**src/rtl/uart_pkg.sv**
```systemverilog
// Shared definitions for the framed UART transmitter: parity encodings,
// the transmit FSM state type and the parity helper.
package uart_pkg;

  // Parity selection values for the PARITY parameter
  localparam logic [1:0] PAR_NONE = 2'd0;
  localparam logic [1:0] PAR_EVEN = 2'd1;
  localparam logic [1:0] PAR_ODD  = 2'd2;

  // Transmit FSM states, one per segment of a serial frame
  typedef enum logic [2:0] {
    ST_IDLE  = 3'd0,
    ST_START = 3'd1,
    ST_DATA  = 3'd2,
    ST_PAR   = 3'd3,
    ST_STOP  = 3'd4
  } tx_state_t;

  // Parity bit for a word zero-extended to 9 bits.
  // Even parity makes the total count of ones even, odd parity makes it odd.
  function automatic logic calc_parity(input logic [8:0] data, input logic [1:0] mode);
    logic p;
    p = ^data;
    case (mode)
      PAR_EVEN: calc_parity = p;
      PAR_ODD:  calc_parity = ~p;
      default:  calc_parity = 1'b0;
    endcase
  endfunction

endpackage

```
**src/rtl/sync_fifo.sv**
```systemverilog
// Single-clock first-word-fall-through FIFO. rdata always shows the oldest
// entry; push is ignored when full and pop is ignored when empty, so the
// caller can never corrupt the occupancy count.
module sync_fifo #(
  parameter int unsigned WIDTH = 32'd8,
  parameter int unsigned DEPTH = 32'd16
) (
  input  logic                     clk,
  input  logic                     rst,
  input  logic                     push,
  input  logic [WIDTH-1:0]         wdata,
  input  logic                     pop,
  output logic [WIDTH-1:0]         rdata,
  output logic                     full,
  output logic                     empty,
  output logic [$clog2(DEPTH):0]   level
);

  localparam int unsigned AW = $clog2(DEPTH);
  localparam logic [AW:0] LVL_FULL = (AW + 32'd1)'(DEPTH);

  logic [WIDTH-1:0] r_mem [DEPTH];
  logic [AW-1:0]    r_wr_ptr;
  logic [AW-1:0]    r_rd_ptr;
  logic [AW:0]      r_level;
  logic             w_do_push;
  logic             w_do_pop;

  assign full      = (r_level == LVL_FULL);
  assign empty     = (r_level == '0);
  assign level     = r_level;
  assign rdata     = r_mem[r_rd_ptr];
  assign w_do_push = push & ~full;
  assign w_do_pop  = pop & ~empty;

  // Pointer and occupancy bookkeeping; reset flushes every buffered word
  always_ff @(posedge clk) begin
    if (rst) begin
      r_wr_ptr <= '0;
      r_rd_ptr <= '0;
      r_level  <= '0;
    end else begin
      if (w_do_push) begin
        r_wr_ptr <= r_wr_ptr + 1'b1;
      end
      if (w_do_pop) begin
        r_rd_ptr <= r_rd_ptr + 1'b1;
      end
      case ({w_do_push, w_do_pop})
        2'b10:   r_level <= r_level + 1'b1;
        2'b01:   r_level <= r_level - 1'b1;
        default: r_level <= r_level;
      endcase
    end
  end

  // Storage array; a push on a reset edge is dropped with the flush
  always_ff @(posedge clk) begin
    if (w_do_push && !rst) begin
      r_mem[r_wr_ptr] <= wdata;
    end
  end

endmodule

```
**src/rtl/uart_frame_tx.sv**
```systemverilog
// Buffered UART transmitter. Words are queued in a FIFO and sent as
// start / DATA_W data bits (LSB first) / optional parity / stop bits.
// Back-to-back frames are sent with no idle gap while words remain queued.
// The line register samples the FSM's bit value, so tx_o trails the FSM
// state by one clock; every segment keeps its exact length.
module uart_frame_tx
  import uart_pkg::*;
#(
  parameter int unsigned CLKS_PER_BIT = 32'd10,
  parameter int unsigned DATA_W       = 32'd8,
  parameter int unsigned PARITY       = 32'd0,
  parameter int unsigned STOP_BITS    = 32'd1,
  parameter int unsigned FIFO_DEPTH   = 32'd16
) (
  input  logic                          clk,
  input  logic                          rst,
  input  logic [DATA_W-1:0]             s_data,
  input  logic                          s_valid,
  output logic                          s_ready,
  output logic                          tx_o,
  output logic                          busy,
  output logic [$clog2(FIFO_DEPTH):0]   fifo_level
);

  localparam int unsigned       BAUD_W    = $clog2(CLKS_PER_BIT);
  localparam logic [BAUD_W-1:0] BAUD_LAST = BAUD_W'(CLKS_PER_BIT - 32'd1);
  localparam logic [3:0]        DATA_LAST = 4'(DATA_W - 32'd1);
  localparam logic [3:0]        STOP_LAST = 4'(STOP_BITS - 32'd1);
  localparam logic              PAR_EN    = (PARITY != 32'd0);
  localparam logic [1:0]        PAR_MODE  = 2'(PARITY);

  // FIFO interface
  logic                          w_fifo_push;
  logic                          w_fifo_pop;
  logic                          w_fifo_full;
  logic                          w_fifo_empty;
  logic [DATA_W-1:0]             w_fifo_rdata;
  logic [$clog2(FIFO_DEPTH):0]   w_fifo_level;

  // FSM state and datapath registers
  tx_state_t                     r_state;
  logic [BAUD_W-1:0]             r_baud_cnt;
  logic [3:0]                    r_bit_cnt;
  logic [DATA_W-1:0]             r_shift;
  logic                          r_par;
  logic                          r_tx;

  // Decoded helpers
  logic                          w_baud_done;
  logic                          w_data_last;
  logic                          w_stop_last;
  logic                          w_tx_next;
  logic [8:0]                    w_word9;
  logic                          w_load_par;

  // The handshake depends only on the registered FIFO occupancy
  assign s_ready     = ~w_fifo_full;
  assign w_fifo_push = s_valid & s_ready;
  assign fifo_level  = w_fifo_level;
  assign busy        = (r_state != ST_IDLE) | (w_fifo_level != '0);
  assign tx_o        = r_tx;

  assign w_baud_done = (r_baud_cnt == BAUD_LAST);
  assign w_data_last = (r_bit_cnt == DATA_LAST);
  assign w_stop_last = (r_bit_cnt == STOP_LAST);

  // Parity is computed once from the whole word as it leaves the FIFO
  assign w_word9    = 9'(w_fifo_rdata);
  assign w_load_par = calc_parity(w_word9, PAR_MODE);

  sync_fifo #(
    .WIDTH (DATA_W),
    .DEPTH (FIFO_DEPTH)
  ) u_fifo (
    .clk   (clk),
    .rst   (rst),
    .push  (w_fifo_push),
    .wdata (s_data),
    .pop   (w_fifo_pop),
    .rdata (w_fifo_rdata),
    .full  (w_fifo_full),
    .empty (w_fifo_empty),
    .level (w_fifo_level)
  );

  // Pop a word when idle, or at the end of the last stop bit to chain frames
  always_comb begin
    w_fifo_pop = 1'b0;
    case (r_state)
      ST_IDLE: begin
        w_fifo_pop = ~w_fifo_empty;
      end
      ST_STOP: begin
        if (w_baud_done && w_stop_last) begin
          w_fifo_pop = ~w_fifo_empty;
        end else begin
          w_fifo_pop = 1'b0;
        end
      end
      default: begin
        w_fifo_pop = 1'b0;
      end
    endcase
  end

  // Line level the current FSM state calls for; registered into tx_o
  always_comb begin
    w_tx_next = 1'b1;
    case (r_state)
      ST_IDLE:  w_tx_next = 1'b1;
      ST_START: w_tx_next = 1'b0;
      ST_DATA:  w_tx_next = r_shift[0];
      ST_PAR:   w_tx_next = r_par;
      ST_STOP:  w_tx_next = 1'b1;
      default:  w_tx_next = 1'b1;
    endcase
  end

  // Frame sequencer: baud timing, bit counting, shifting and the line register
  always_ff @(posedge clk) begin
    if (rst) begin
      r_state    <= ST_IDLE;
      r_baud_cnt <= '0;
      r_bit_cnt  <= 4'd0;
      r_shift    <= '0;
      r_par      <= 1'b0;
      r_tx       <= 1'b1;
    end else begin
      r_tx <= w_tx_next;
      case (r_state)
        ST_IDLE: begin
          r_baud_cnt <= '0;
          r_bit_cnt  <= 4'd0;
          if (w_fifo_pop) begin
            r_shift <= w_fifo_rdata;
            r_par   <= w_load_par;
            r_state <= ST_START;
          end
        end

        ST_START: begin
          if (w_baud_done) begin
            r_baud_cnt <= '0;
            r_bit_cnt  <= 4'd0;
            r_state    <= ST_DATA;
          end else begin
            r_baud_cnt <= r_baud_cnt + 1'b1;
          end
        end

        ST_DATA: begin
          if (w_baud_done) begin
            r_baud_cnt <= '0;
            r_shift    <= r_shift >> 1;
            if (w_data_last) begin
              r_bit_cnt <= 4'd0;
              r_state   <= PAR_EN ? ST_PAR : ST_STOP;
            end else begin
              r_bit_cnt <= r_bit_cnt + 4'd1;
            end
          end else begin
            r_baud_cnt <= r_baud_cnt + 1'b1;
          end
        end

        ST_PAR: begin
          if (w_baud_done) begin
            r_baud_cnt <= '0;
            r_bit_cnt  <= 4'd0;
            r_state    <= ST_STOP;
          end else begin
            r_baud_cnt <= r_baud_cnt + 1'b1;
          end
        end

        ST_STOP: begin
          if (w_baud_done) begin
            r_baud_cnt <= '0;
            if (w_stop_last) begin
              r_bit_cnt <= 4'd0;
              if (w_fifo_pop) begin
                // Next word starts immediately: no idle time on the line
                r_shift <= w_fifo_rdata;
                r_par   <= w_load_par;
                r_state <= ST_START;
              end else begin
                r_state <= ST_IDLE;
              end
            end else begin
              r_bit_cnt <= r_bit_cnt + 4'd1;
            end
          end else begin
            r_baud_cnt <= r_baud_cnt + 1'b1;
          end
        end

        default: begin
          r_state    <= ST_IDLE;
          r_baud_cnt <= '0;
          r_bit_cnt  <= 4'd0;
        end
      endcase
    end
  end

endmodule

```
**config.mk**
```make
export PLATFORM = sky130hd
export DESIGN_NAME = uart_frame_tx
export DESIGN_NICKNAME = d
export VERILOG_FILES = /design/src/rtl/uart_pkg.sv /design/src/rtl/sync_fifo.sv /design/src/rtl/uart_frame_tx.sv
export SDC_FILE = /design/constraint.sdc
export NUM_CORES = 1
export LEC_CHECK = 0
export CAP_MARGIN = 25
export CORE_MARGIN = 4
export CORE_UTILIZATION = 40
export DETAILED_ROUTE_END_ITERATION = 8
export GPL_TIMING_DRIVEN = 0
export PLACE_DENSITY = 0.63
export SLEW_MARGIN = 20
export SYNTH_ARGS = -nofsm -noshare
export SYNTH_HDL_FRONTEND = slang
export SYNTH_SLANG_ARGS = --single-unit
export TNS_END_PERCENT = 50
```
**constraint.sdc**
```tcl
create_clock -name clk -period 7.8 [get_ports clk]
set_input_delay 0.78 -clock clk [delete_from_list [all_inputs] [get_ports clk]]
set_output_delay 0.78 -clock clk [all_outputs]
set_load 0.01 [all_outputs]
```
# Word-level counts from Yosys, hierarchy flattened
# Memory sizes are Yosys's and may differ from the RTL's. A register that Yosys moved wholly into a read port is not among the register bits.
# Cells that the tools add are included.
# Widths: inputs -> output; s select.
[totals]
ff_bits = 34
mem_bits_rw = 128
word_cells = 90
mem_count = 1
[op_classes]
n_addsub = 6
eq_ne = 17
mux = 32
n_bitwise = 7
reduce_logical = 18
[memory_table]
columns = ["name", "words", "width", "read_ports", "rd_ports_with_merged_regs", "write_ports", "line_no", "rtl"]
rows = [
  ["u_fifo.r_mem", 16, 8, 1, 1, 1, "sync_fifo.sv:22", "logic [WIDTH-1:0] r_mem [DEPTH];"],
]
[ops]
columns = ["cell", "count"]
rows = [
  ["$mux 8", 4],
  ["$mux 4", 7],
  ["$pmux 8 s3", 1],
  ["$mux 3", 7],
  ["$add 4x1->4 const B", 4],
  ["$pmux 3 s5", 1],
  ["$ne 2x2->1 const B", 6],
  ["$pmux 4 s3", 1],
  ["$pmux 5 s2", 1],
  ["$mux 1", 7],
  ["$reduce_and 7->1", 1],
  ["$eq 3x2->1 const B", 2],
  ["$reduce_and 3->1", 2],
  ["$reduce_bool 3->1", 2],
  ["$add 5x1->5 const B", 1],
  ["$eq 5x5->1 const B", 1],
  ["$logic_not 5->1", 1],
  ["$reduce_bool 5->1", 1],
  ["$sub 5x1->5 const B", 1],
  ["$eq 4x3->1 const B", 1],
  ["$eq 4x4->1 const B", 1],
  ["$logic_not 4->1", 1],
  ["$ne 2x1->1 const B", 2],
  ["$pmux 1 s2", 2],
  ["16 further kinds", 22],
]

# Longest topological paths before layout
[logic_depth]
depth_word = 8
ltp_mapped = 14
mapped_depth_nobuf = 12

# Hierarchy
# Synthesis repeated with hierarchy kept, for this count alone.
[unflattened]
cells_unflattened = 445
hier_area_um2 = 6900.4
[modules_own_cells]
columns = ["module", "instances", "cells_each", "area_per_inst_um2", "seq_area_each_um2"]
rows = [
  ["sync_fifo", 1, 314, 5781.8, 4184.0],
  ["uart_frame_tx", 1, 131, 1118.6, 400.4],
]

# Worst setup path after synthesis
# Ideal clock, no wire load.
[synth_path]
path_type = "register -> register"
start = "register r_bit_cnt[0]"
end = "register u_fifo.r_level[4] (netlist: u_fifo.level[4])"
arrival_ps = 3222
t_required_ps = 7679
slack_ps = 4457
stages_incl_launch_ff = 15
path_buffers = 2
cell_sequence = "dfxtp_1 inv_1 ha_1 or3b_4 o21a_1 nor2_1 clkbuf_8 ha_1 clkbuf_1 xor2_1 ha_1 a31oi_1 or2_2 mux2i_1 mux2_2"
[synth_between]
elab_chain_len = 7
[synth_lines]
columns = ["item", "line_no", "rtl"]
rows = [
  ["start: declaration", "uart_frame_tx.sv:43", "logic [3:0] r_bit_cnt;"],
  ["start signal: assignment", "uart_frame_tx.sv:159", "r_bit_cnt <= r_bit_cnt + 4'd1;"],
  ["start signal: assignment", "uart_frame_tx.sv:190", "r_bit_cnt <= r_bit_cnt + 4'd1;"],
  ["$logic_not 4->1 *", "uart_frame_tx.sv:65", "assign w_stop_last = (r_bit_cnt == STOP_LAST);"],
  ["$logic_and 1x1->1 *", "uart_frame_tx.sv:94", "if (w_baud_done && w_stop_last) begin"],
  ["$mux 1 *", "uart_frame_tx.sv:94", ""],
  ["$pmux 1 s2 *", "uart_frame_tx.sv:89", "case (r_state)"],
  ["$and 1x1->1 *", "sync_fifo.sv:34", "assign w_do_pop = pop & ~empty;"],
  ["net u_fifo.w_do_pop", "sync_fifo.sv:27", "logic w_do_pop;"],
  ["$eq 2x1->1 / $eq 2x2->1 (equally long branches)", "sync_fifo.sv:49", "case ({w_do_push, w_do_pop})"],
  ["$pmux 5 s2 / $reduce_bool 2->1 (equally long branches)", "n/a", ""],
  ["end signal: assignment", "sync_fifo.sv:50", "2'b10: r_level <= r_level + 1'b1;"],
  ["end signal: assignment", "sync_fifo.sv:51", "2'b01: r_level <= r_level - 1'b1;"],
  ["end signal: assignment", "sync_fifo.sv:52", "default: r_level <= r_level;"],
  ["end: declaration", "sync_fifo.sv:25", "logic [AW:0] r_level;"],
]
# The timed path passes the listed nets; every way through them passes the cells marked *.
# A chain may end at the register's enable or synchronous reset.

# Final worst setup path
# Same ends and word-level chain as after synthesis.

==> qor.log <==
INFO  sta            rsz_0062_raised_after_global_routing=false
INFO  logic_synthesis yosys_warnings=0
INFO  sta            worst_slew_pin_slew=0.9141ns
INFO  clock_tree     tritoncts_clock_tree=yes
INFO  final_layout   n_fill_cell=1494
INFO  power_and_ir_drop power_per_cell_area=325.6nW/um^2
INFO  clock_tree     clock_edge_transition_at_the_registers_on_the_reported_setup_and_hold_paths=0.07ns
INFO  final_layout   multi_input_gate_area=2272um^2
INFO  clock_tree     number_of_buffers_added_by_the_clock_tree_synthesis_step=17
INFO  worst_setup_path biggest_fanout_along_the_worst_timing_path=10
INFO  min_path       min-delay-start=r_shift[7]$_SDFFE_PP0P_
INFO  final_layout   seqCellArea=4584um^2
INFO  worst_setup_path ws_path_type=reg2reg
INFO  power_and_ir_drop power.leakage=2.619nW
INFO  floorplanning  initial_core_utilization=40.78%
INFO  worst_setup_path setup.worst_path.end_class=flop
INFO  clock_tree     cts_setup_buffers=0
INFO  sta            timing_max_transition_violations_final=0
INFO  clock_tree     cts.root.buffer_cell=sky130_fd_sc_hd__clkbuf_16
INFO  sta            period_minus_slack=3.858ns
INFO  final_layout   top_library_cells_by_usage_in_the_layout_fill_and_taps_aside=sky130_fd_sc_hd__edfxtp_1 (128), sky130_fd_sc_hd__nor2_1 (50), sky130_fd_sc_hd__dfxtp_1 (37)
INFO  floorplanning  dieArea=19820um^2
INFO  worst_setup_path critical_path_required=8.12ns
INFO  floorplanning  row_count=48
INFO  drt            antenna_left=0
INFO  floorplanning  die_x=140.8um
INFO  placed_design  dp_hpwl=9.213mm
INFO  logic_synthesis synth_edf_count=128
INFO  sta            fin_crit_sh=49.46%
INFO  final_layout   syn2layout_area_growth=15.15%
INFO  worst_setup_path crit_arrival=4.18ns
INFO  logic_synthesis synth_sequential_area_ratio=65.00%
INFO  final_layout   antenna_cells=0
INFO  sta            relative_max_transition_margin=38.93%
INFO  min_path       min_delay_path_depth=2
INFO  logic_synthesis ys.flop_type=sky130_fd_sc_hd__edfxtp_1
INFO  global_routing grt_pass1_wl=22.29mm
INFO  global_routing grt_overflow=0
INFO  sta            setup_total_negative_slack=0ns
INFO  outcome        run_status=finished clean
INFO  drt            first_pass_iters=4
INFO  drt            routed_wl=13.84mm
INFO  logic_synthesis ys_ff_latch=165
INFO  sta            worst_slack=3.942ns
INFO  global_routing first_global_vias=4012
INFO  worst_setup_path worst_r2r_path_depth=14
INFO  sta            timing.final.setup_violations=0
INFO  worst_setup_path r2r-start=r_bit_cnt[0]$_SDFFE_PP0P_
INFO  clock_tree     level_count_of_the_clock_h_tree=4
INFO  clock_tree     clock_sink_count=165
INFO  placed_design  setup_ws_pre_cts=3.924ns
INFO  min_path       hold_path_class=reg2reg
INFO  floorplanning  num_io_pins=19
INFO  job            max-cap-violations=0
INFO  power_and_ir_drop design_power_total=2.644mW
INFO  drt            vias=3879
INFO  clock_tree     hold_bufs_at_cts=0
INFO  clock_tree     cts-resized-gates=0
INFO  sta            fin_worst_skew=0.01203ns
INFO  global_routing groute.usage.overall=14.88%
INFO  placed_design  placement.io_buffers=18
INFO  drt            initialDrtViolationCount=267
INFO  final_layout   most_frequent_standard_cell_in_the_layout_excluding_fill_and_tap_cells=sky130_fd_sc_hd__edfxtp_1
INFO  power_and_ir_drop maximum_vdd_drop=0.1676mV
INFO  logic_synthesis synth.lib_cells_used.distinct=53
INFO  floorplanning  chipHeight=140.8um
INFO  placed_design  globalplace.congestion=0.7682
INFO  logic_synthesis post_synth_instance_area=7053um^2
INFO  logic_synthesis syn_inst=452
INFO  clock_tree     cts.path.max_buffers=2
INFO  worst_setup_path ff2ff_setup_slack=3.94ns
INFO  sta            hold_violations=0
INFO  sta            hold-worst-slack=0.4585ns
INFO  drt            detail_route.drc_violations=0
INFO  global_routing grt_antenna_before_repair=0
INFO  final_layout   final_area=8122um^2
INFO  final_layout   nNetsFinal=512
INFO  clock_tree     insertion_delay=0.43ns
INFO  placed_design  placed_area=7535um^2
INFO  global_routing grt_max_degree=18
INFO  floorplanning  floorplan.core_area=17300um^2
INFO  worst_setup_path critical_path.startpoint_type=flop
INFO  logic_synthesis net_count_after_synthesis=475
INFO  logic_synthesis syn_avg_cell_area=15.60um^2
INFO  sta            fmaxAchievable=0.2592GHz
INFO  final_layout   drive_above_1_share=20.32%
INFO  min_path       min_to=r_shift[7]$_SDFFE_PP0P_
INFO  drt            vias_per_cell=5.336
INFO  worst_setup_path r2r_end=u_fifo.level[4]$_SDFFE_PP0P_
INFO  drt            wl_cell=19.04um
INFO  logic_synthesis asyncSetResetFlopFracSynth=0%
==> final cells by class <==
cell class	count	share of cell area, %
multi-input combinational	251	27.98
timing repair buffer	18	2.218
clock buffer	18	5.284
clock inverter	14	1.941
tap	225	3.466
buffer	25	2.157
inverter	11	0.5084
sequential	165	56.45
==> synthesized netlist by cell type (all sizes together) (2+ instances only) <==
cell	n	area, um^2
o21ai	8	43.79
or3	2	12.51
dfxtp	37	740.7
xnor2	6	52.55
o2bb2ai	2	17.52
nand3	6	30.03
o21a	2	15.01
o211ai	4	30.03
nor2b	11	83.83
and2	2	13.77
buf	16	111.4
edfxtp	128	3844
and3b	2	17.52
nor4	3	33.78
nor4b	3	26.28
clkbuf	9	63.81
nor3b	12	90.09
nand2	12	45.04
or2	2	12.51
a21oi	13	65.06
nand2b	4	25.02
inv	11	41.29
mux4	32	720.7
a2111oi	8	100.1
mux2i	13	130.1
a31oi	3	18.77
ha	12	150.1
nor3	9	45.04
mux2	9	101.4
nand3b	3	26.27
nand4	2	12.51
nor2	50	187.7
xor2	6	52.55
==> logic make-up after synthesis <==
family	Yosys count	share of synthesized area, %
XOR/XNOR	12	1.490
buffers and inverters	36	3.069
AO/OA/AOI/OAI	46	4.896
AND/OR/NAND/NOR	127	9.917
multiplexers	54	13.50
flip-flops	165	65.00
adder cells (fa/ha/maj)	12	2.129
==> sequential cells by signal (all words and copies together), names as in the netlist, named ones only <==
register / cells
r_baud_cnt: 4
r_bit_cnt: 4
r_shift: 8
r_state: 3
tx_o: 1
u_fifo.level: 5
u_fifo.r_mem: 128
u_fifo.r_rd_ptr: 4
u_fifo.r_wr_ptr: 4
==> report_power, final <==
group,switching [mW],internal (mW),leakage (nW)
combinational,0.403,0.364,0.880
sequential,0.0467,1.01,1.46
clock,0.370,0.455,0.284
==> how the worst max path moves through the flow <==
stage / depth (start not counted) / from / slack, ns / end
after floorplan: 14 / r_bit_cnt[0]$_SDFFE_PP0P_ / 4.46 / u_fifo.level[4]$_SDFFE_PP0P_
after global placement: 5 / s_valid / 3.99 / u_fifo.r_mem[2][3]$_DFFE_PP_
after detailed placement: 11 / s_valid / 3.92 / u_fifo.level[4]$_SDFFE_PP0P_
after CTS: 14 / r_bit_cnt[0]$_SDFFE_PP0P_ / 3.94 / u_fifo.level[4]$_SDFFE_PP0P_
after global routing: 14 / r_bit_cnt[0]$_SDFFE_PP0P_ / 3.64 / u_fifo.level[4]$_SDFFE_PP0P_
final: 14 / r_bit_cnt[0]$_SDFFE_PP0P_ / 3.94 / u_fifo.level[4]$_SDFFE_PP0P_
==> routing by layer <==
metal,track usage [%],up-vias,wire length (um)
li1,-,1821,-
met1,19.92,1969,6014
met2,24.45,71,7040
met3,2.951,18,558
met4,5.048,0,231
met5,0,-,0
==> stage by stage <==
stage | instances | utilization [%]
after floorplan | 452 | -
after global placement | 695 | 43.45
after detailed placement | 695 | 43.56
after CTS | 727 | 46.95
after global routing | 727 | 46.95
final | 727 | 46.95
==> critical path, cell delays in order (launching register included) <==
cell,delay [ns]
sky130_fd_sc_hd__dfxtp_1,0.33
sky130_fd_sc_hd__inv_1,0.10
sky130_fd_sc_hd__ha_1,0.16
sky130_fd_sc_hd__or3b_4,0.41
sky130_fd_sc_hd__o21a_1,0.26
sky130_fd_sc_hd__nor2_1,0.32
sky130_fd_sc_hd__clkbuf_8,0.27
sky130_fd_sc_hd__ha_1,0.18
sky130_fd_sc_hd__clkbuf_1,0.36
sky130_fd_sc_hd__xor2_1,0.19
sky130_fd_sc_hd__ha_1,0.25
sky130_fd_sc_hd__a31oi_1,0.12
sky130_fd_sc_hd__or2_2,0.28
sky130_fd_sc_hd__mux2i_1,0.15
sky130_fd_sc_hd__mux2_2,0.34
No activity file was read; power rests on OpenSTA's default activity.
